**src/rtl/ocd_frame_sender_if.sv**
```systemverilog
// ocd_frame_sender_if: command handshake between a host and the OCD frame sender
interface ocd_frame_sender_if;
  logic        cmd_valid;
  logic        cmd_ready;
  logic [7:0]  cmd_type;
  logic [31:0] cmd_addr;
  logic [31:0] cmd_data;
  modport master (output cmd_valid, cmd_type, cmd_addr, cmd_data, input cmd_ready);
  modport slave (input cmd_valid, cmd_type, cmd_addr, cmd_data, output cmd_ready);
endinterface

```
**src/rtl/ocd_frame_sender.sv**
```systemverilog
// ocd_frame_sender: serialises a 12-byte OCD command frame as 8N1 UART with a trailing idle gap
module ocd_frame_sender #(
  parameter int BAUD_PERIOD = 16,
  parameter int GAP_BITS = 2
) (
  input  logic clk,
  input  logic reset_n,
  ocd_frame_sender_if.slave cmd,
  output logic TXD,
  output logic busy,
  output logic frame_done
);
  typedef enum logic [2:0] {IDLE, START, DATA, STOP, GAP} state_t;
  state_t state, state_d;
  logic [15:0] baud_cnt, baud_d;
  logic [2:0] bit_idx, bit_d;
  logic [3:0] byte_idx, byte_d;
  logic [3:0] gap_cnt, gap_d;
  logic [7:0] frame [12];
  logic [7:0] sum, cur_byte;
  logic bit_end, accept, done_d, txd_d;
  assign bit_end = baud_cnt == 16'(BAUD_PERIOD - 1);
  assign accept = state == IDLE && cmd.cmd_valid;
  assign sum = cmd.cmd_type + cmd.cmd_addr[31:24] + cmd.cmd_addr[23:16] + cmd.cmd_addr[15:8]
             + cmd.cmd_addr[7:0] + cmd.cmd_data[31:24] + cmd.cmd_data[23:16]
             + cmd.cmd_data[15:8] + cmd.cmd_data[7:0];
  assign cur_byte = frame[byte_d];
  always_ff @(posedge clk or negedge reset_n)
    if (!reset_n) begin
      state <= IDLE;
      baud_cnt <= '0;
      bit_idx <= '0;
      byte_idx <= '0;
      gap_cnt <= '0;
      TXD <= 1'b1;
      frame_done <= 1'b0;
      for (int i = 0; i < 12; i++) frame[i] <= '0;
    end else begin
      state <= state_d;
      baud_cnt <= baud_d;
      bit_idx <= bit_d;
      byte_idx <= byte_d;
      gap_cnt <= gap_d;
      TXD <= txd_d;
      frame_done <= done_d;
      if (accept)
        frame <= '{8'h5A, 8'hA5, cmd.cmd_type, cmd.cmd_addr[31:24], cmd.cmd_addr[23:16],
                   cmd.cmd_addr[15:8], cmd.cmd_addr[7:0], cmd.cmd_data[31:24],
                   cmd.cmd_data[23:16], cmd.cmd_data[15:8], cmd.cmd_data[7:0], 8'h00 - sum};
    end
  always_comb begin
    state_d = state;
    baud_d = bit_end ? '0 : baud_cnt + 16'd1;
    bit_d = bit_idx;
    byte_d = byte_idx;
    gap_d = gap_cnt;
    done_d = 1'b0;
    case (state)
      IDLE: begin
        baud_d = '0;
        if (cmd.cmd_valid) begin
          state_d = START;
          bit_d = '0;
          byte_d = '0;
          gap_d = '0;
        end
      end
      START: if (bit_end) begin
        state_d = DATA;
        bit_d = '0;
      end
      DATA: if (bit_end) begin
        bit_d = bit_idx + 3'd1;
        if (bit_idx == 3'd7) state_d = STOP;
      end
      STOP: if (bit_end) begin
        if (byte_idx != 4'd11) begin
          state_d = START;
          byte_d = byte_idx + 4'd1;
        end else begin
          state_d = GAP_BITS == 0 ? IDLE : GAP;
          done_d = GAP_BITS == 0;
          byte_d = '0;
          gap_d = '0;
        end
      end
      GAP: if (bit_end) begin
        gap_d = gap_cnt + 4'd1;
        if (gap_cnt == 4'(GAP_BITS - 1)) begin
          state_d = IDLE;
          done_d = 1'b1;
          gap_d = '0;
        end
      end
      default: state_d = IDLE;
    endcase
  end
  // TXD is registered, so it is computed from the state being entered
  always_comb begin
    txd_d = state_d == START ? 1'b0 : state_d == DATA ? cur_byte[bit_d] : 1'b1;
    busy = state != IDLE;
    cmd.cmd_ready = state == IDLE;
  end
endmodule

```
**src/flat_wrapper.sv**
```systemverilog
// flat-port wrapper written by rule: the top's interface ports become plain ports
module ocd_frame_sender_flat 
#(
  parameter int BAUD_PERIOD = 16,
  parameter int GAP_BITS = 2
)
  (clk, reset_n, TXD, busy, frame_done, cmd_cmd_valid, cmd_cmd_type, cmd_cmd_addr, cmd_cmd_data, cmd_cmd_ready);
  ocd_frame_sender_if cmd_i ();
  input  logic clk;
  input  logic reset_n;
  output logic TXD;
  output logic busy;
  output logic frame_done;
  input wire logic [$bits(cmd_i.cmd_valid)-1:0] cmd_cmd_valid;
  input wire logic [$bits(cmd_i.cmd_type)-1:0] cmd_cmd_type;
  input wire logic [$bits(cmd_i.cmd_addr)-1:0] cmd_cmd_addr;
  input wire logic [$bits(cmd_i.cmd_data)-1:0] cmd_cmd_data;
  output wire logic [$bits(cmd_i.cmd_ready)-1:0] cmd_cmd_ready;
  assign cmd_i.cmd_valid = cmd_cmd_valid;
  assign cmd_i.cmd_type = cmd_cmd_type;
  assign cmd_i.cmd_addr = cmd_cmd_addr;
  assign cmd_i.cmd_data = cmd_cmd_data;
  assign cmd_cmd_ready = cmd_i.cmd_ready;
  ocd_frame_sender #(.BAUD_PERIOD(BAUD_PERIOD), .GAP_BITS(GAP_BITS)) u_core (.clk(clk), .reset_n(reset_n), .cmd(cmd_i), .TXD(TXD), .busy(busy), .frame_done(frame_done));
endmodule
```
**config.mk**
```make
export PLATFORM = sky130hd
export DESIGN_NAME = ocd_frame_sender_flat
export DESIGN_NICKNAME = d
export VERILOG_FILES = /design/src/rtl/ocd_frame_sender_if.sv /design/src/rtl/ocd_frame_sender.sv /design/src/flat_wrapper.sv
export SDC_FILE = /design/constraint.sdc
export NUM_CORES = 1
export LEC_CHECK = 0
export BUFFER_PORTS_ARGS = -buffer_cell sky130_fd_sc_hd__buf_4
export CAP_MARGIN = 20
export CORE_ASPECT_RATIO = 1.25
export CORE_MARGIN = 8
export CORE_UTILIZATION = 28
export DETAILED_ROUTE_END_ITERATION = 6
export SYNTH_ARGS = -nofsm -noshare
export SYNTH_HDL_FRONTEND = slang
export SYNTH_SLANG_ARGS = --single-unit
```
**constraint.sdc**
```tcl
create_clock -name clk -period 3.4 [get_ports clk]
set_input_delay 0.17 -clock clk [delete_from_list [all_inputs] [get_ports clk]]
set_output_delay 0.17 -clock clk [all_outputs]
set_load 0.03 [all_outputs]
```
==> impl_metrics.toml <==
[run_status]
outcome = "finished with violations"
violations = "negative setup slack"

[worst_setup_path]
endpoint_kind = "flip-flop"
slowest_delay_ps = 550
timing.rr.end = "u_core.TXD$_DFF_PN1_"
worstSetupPathType = "input port to flip-flop"
worstPathCellList = "buf_4 > inv_1 > fa_2 > fa_1 > fa_2 > inv_2 > fa_2 > fa_1 > inv_2 > ha_4 > a21oi_2 > o21bai_1 > a21o_1 > a21oi_2 > xnor2_1 > o21ai_1"
reg2reg_from = "u_core.baud_cnt[0]$_DFF_PN0_"
crit_top_cell = "fa_2"
rrSetupSlack_ps = 210
critPathSlowestCell = "fa_2"
worstPathRequired_ps = 3690
cp_max_fo = 2
worstRegToRegCells = 12
critical_path_arrival_ps = 3830
crit_path_start_kind = "input port"

[clock_network]
cts_tree = "yes"
clock-sinks = 113
cts_made_buffers = 17
clkSlewWorstSetupHoldPaths_ps = 60
cts-root-buf = "clkbuf_16"
htree_num_levels = 4
clk_path_buf_depth = 2
insertion_delay_ps = 430

[timing]
slew-limit-headroom_pct = 45.3
worst_slack_ps = -146
fin_skew_ps = 10.2
hold_viol = 0
hold_slack_ps = 14.7
rsz0062_at_grt = "yes"
min_period_ps = 3550
slew_viol_final = 0
worst_pin_slew_ps = 820
setup_viol = 3
timing.final.crit_share_pct = 104
max_freq_mhz = 282
fin_tns_setup_ps = -296

[min_path]
min_to = "u_core.frame[35]$_DFFE_PN0P_"
whs_path_depth = 3
hold_path.class = "input port to flip-flop"
hp-start = "cmd_cmd_data[27]"

[power_and_ir_drop]
power_switching_uw = 1900
p_leak_uw = 0.00458
finalPower_uw = 5660
combPwrFrac_pct = 43.6
p_clk_share_pct = 30.3
pwr-share-seq_pct = 26.2
power_density_mw_per_mm2 = 596
irDropWorstVdd_uv = 651
sw_frac_of_total_pct = 33.5
internal_power_uw = 3760

[drt]
via_count = 6005
routed_wl_mm = 20.5
viasPerCell = 4.66
wl_per_cell_um = 15.9
drc_errors = 0
drt_iter0_drc = 284
ant_nets = 0
drtPass1Iterations = 5

[die]
die_h_um = 195
start_util_pct = 28.5
io_pins = 79
die-area_mm2 = 0.0311
core_area_mm2 = 0.0253
num_rows = 65
fp.dieW_um = 159

[synthesis]
syn_inst = 793
synthesis.nets = 934
synth.distinct_cells = 67
yosysTopAreaCell = "dfrtp_1"
synth_edf_count = 0
netlist_area_mm2 = 0.00720
synth-seq-cells = 113
syn_area_per_cell_um2 = 9.08
ys.flop_type = "dfrtp_1"
yosys-top-cells-area = "dfrtp_1 39%, fa_1 12%, nand2_1 9.0%"
ys_async_sr_fraction_pct = 100
ys_seq_area_share_pct = 39.3
yosys_warnings = 0
netlist.area_leader.share_pct = 38.9

[cells_and_area]
nNetsFinal = 1082
syn2layout_area_growth_pct = 32.0
diodes = 0
final_layout_size_suffix_gt1_share_pct = 24.5

[grt]
overflow = 0
track_usage_pct = 13.5
grt_max_degree = 72
grt_pass1_vias = 6291
antenna_found_initial = 0
grt_pass1_wl_mm = 33.2

[place]
hpwl_mm = 15.7
portBuffers = 78
place_congestion = 0.862
place_ws_ps = -670

[job]
cap_viol_max_count = 0
==> kinds of logic (layout without fill, tap and decap cells) <==
kind of cell / Yosys count / in the layout / synth area share [%]
and+or+nand+nor: 264 / 264 / 16.6
AOI/OAI and AO/OA: 161 / 161 / 14.1
buffers and inverters: 140 / 301 / 7.73
DFF: 113 / 113 / 39.3
adders and majority gates: 66 / 66 / 16.0
xor gates and xnor gates: 37 / 37 / 4.50
muxes: 12 / 12 / 1.81
==> critical path, delay by kind of cell <==
kind,cells,cell delay [ps]
AOI/OAI and AO/OA,5,600
xor gates and xnor gates,1,130
adders and majority gates,6,2650
buffers and inverters,4,290
==> synth_stat cells (3+ instances only) <==
library cell,n
a311o_1,3
a221oi_1,3
a311oi_1,3
nand3_1,21
mux2_2,3
inv_2,3
and2_1,3
xnor2_1,27
a21oi_1,23
a32oi_1,10
nor3_1,7
a211oi_1,4
buf_4,4
xor2_1,10
buf_2,7
o21ai_0,77
nand4_1,4
dfrtp_1,112
nand3b_1,3
o41ai_1,3
ha_1,23
fa_1,43
mux2i_1,7
nor2_1,27
a31oi_1,7
and3_1,5
inv_1,98
nand2_1,172
o211ai_1,5
clkbuf_1,26
==> cell type report <==
| type | count | area (um^2) |
|---|---|---|
| clock buffer | 17 | 425 |
| clock inverter | 15 | 139 |
| fill | 2583 | 15800 |
| inverter | 102 | 388 |
| multi-input combinational | 540 | 3960 |
| sequential | 113 | 2830 |
| tap | 335 | 419 |
| timing repair buffer | 167 | 1340 |
==> registers in the layout, indices dropped and copies added, names as in the netlist <==
signal / cells
u_core.gap_cnt: 4
u_core.bit_idx: 3
u_core.baud_cnt: 16
u_core.frame: 81
u_core.TXD: 1
u_core.state: 3
u_core.byte_idx: 4
u_core.frame_done: 1
==> power groups by stage <==
stage / sequential (uW) / combinational (uW) / clock, uW
after floorplan: 1480 / 1330 / 0
after global placement: 1500 / 2060 / 0
after detailed placement: 1500 / 2080 / 0
after CTS: 1480 / 2250 / 1740
after global routing: 1490 / 2730 / 1820
final: 1480 / 2470 / 1710
==> metrics by stage <==
stage / cell area [um^2] / utilization (%) / instances
floorplan: 7230 / - / 793
global placement: 8620 / 34.1 / 1237
detailed placement: 8620 / 34.1 / 1237
CTS: 9410 / 37.2 / 1288
global route: 9500 / 37.6 / 1289
finish: 9500 / 37.6 / 1289
==> how the worst max path moves through the flow <==
stage	from	end	slack, ps	depth (start not counted)
detailed placement	cmd_cmd_data[18]	u_core.frame[7]$_DFFE_PN0P_	-670	16
CTS	cmd_cmd_data[20]	u_core.frame[7]$_DFFE_PN0P_	-100	16
global placement	cmd_cmd_data[18]	u_core.frame[7]$_DFFE_PN0P_	-660	16
finish	cmd_cmd_type[2]	u_core.frame[7]$_DFFE_PN0P_	-150	16
floorplan	cmd_cmd_data[18]	u_core.frame[7]$_DFFE_PN0P_	-330	15
global route	cmd_cmd_addr[9]	u_core.frame[7]$_DFFE_PN0P_	-260	16
==> cell usage in the layout (no fill, tap or decap), drive strengths merged, types with 7 or more instances in the layout <==
master | synthesis | routed
nand3 | 22 | 22
a31oi | 7 | 7
mux2i | 7 | 7
xor2 | 10 | 10
o21ai | 77 | 77
dfrtp | 112 | 112
dlygate4sd3 | 0 | 18
inv | 101 | 103
nand2 | 172 | 172
xnor2 | 27 | 27
ha | 23 | 23
nor2 | 28 | 28
fa | 43 | 43
a21oi | 24 | 24
nor3 | 7 | 7
a32oi | 10 | 10
clkinv | 1 | 8
buf | 12 | 149
clkbuf | 26 | 17
==> timing repair <==
action,in CTS,in global routing
buffers inserted,1,1
hold endpoints to repair,75,0
pin swaps,4,19
gates cloned,0,0
setup endpoints to repair,5,5
hold buffers,18,0
gates resized for setup,14,25
==> metal layers <==
| layer | vias to the layer above | routed length [um] | track usage, % |
|---|---|---|---|
| met4 | 0 | 289 | 3.68 |
| met1 | 2947 | 8580 | 15.7 |
| li1 | 2918 | - | - |
| met5 | - | 0 | 0 |
| met2 | 117 | 10900 | 24.5 |
| met3 | 23 | 735 | 2.82 |
(Power assumes the default switching activity.)
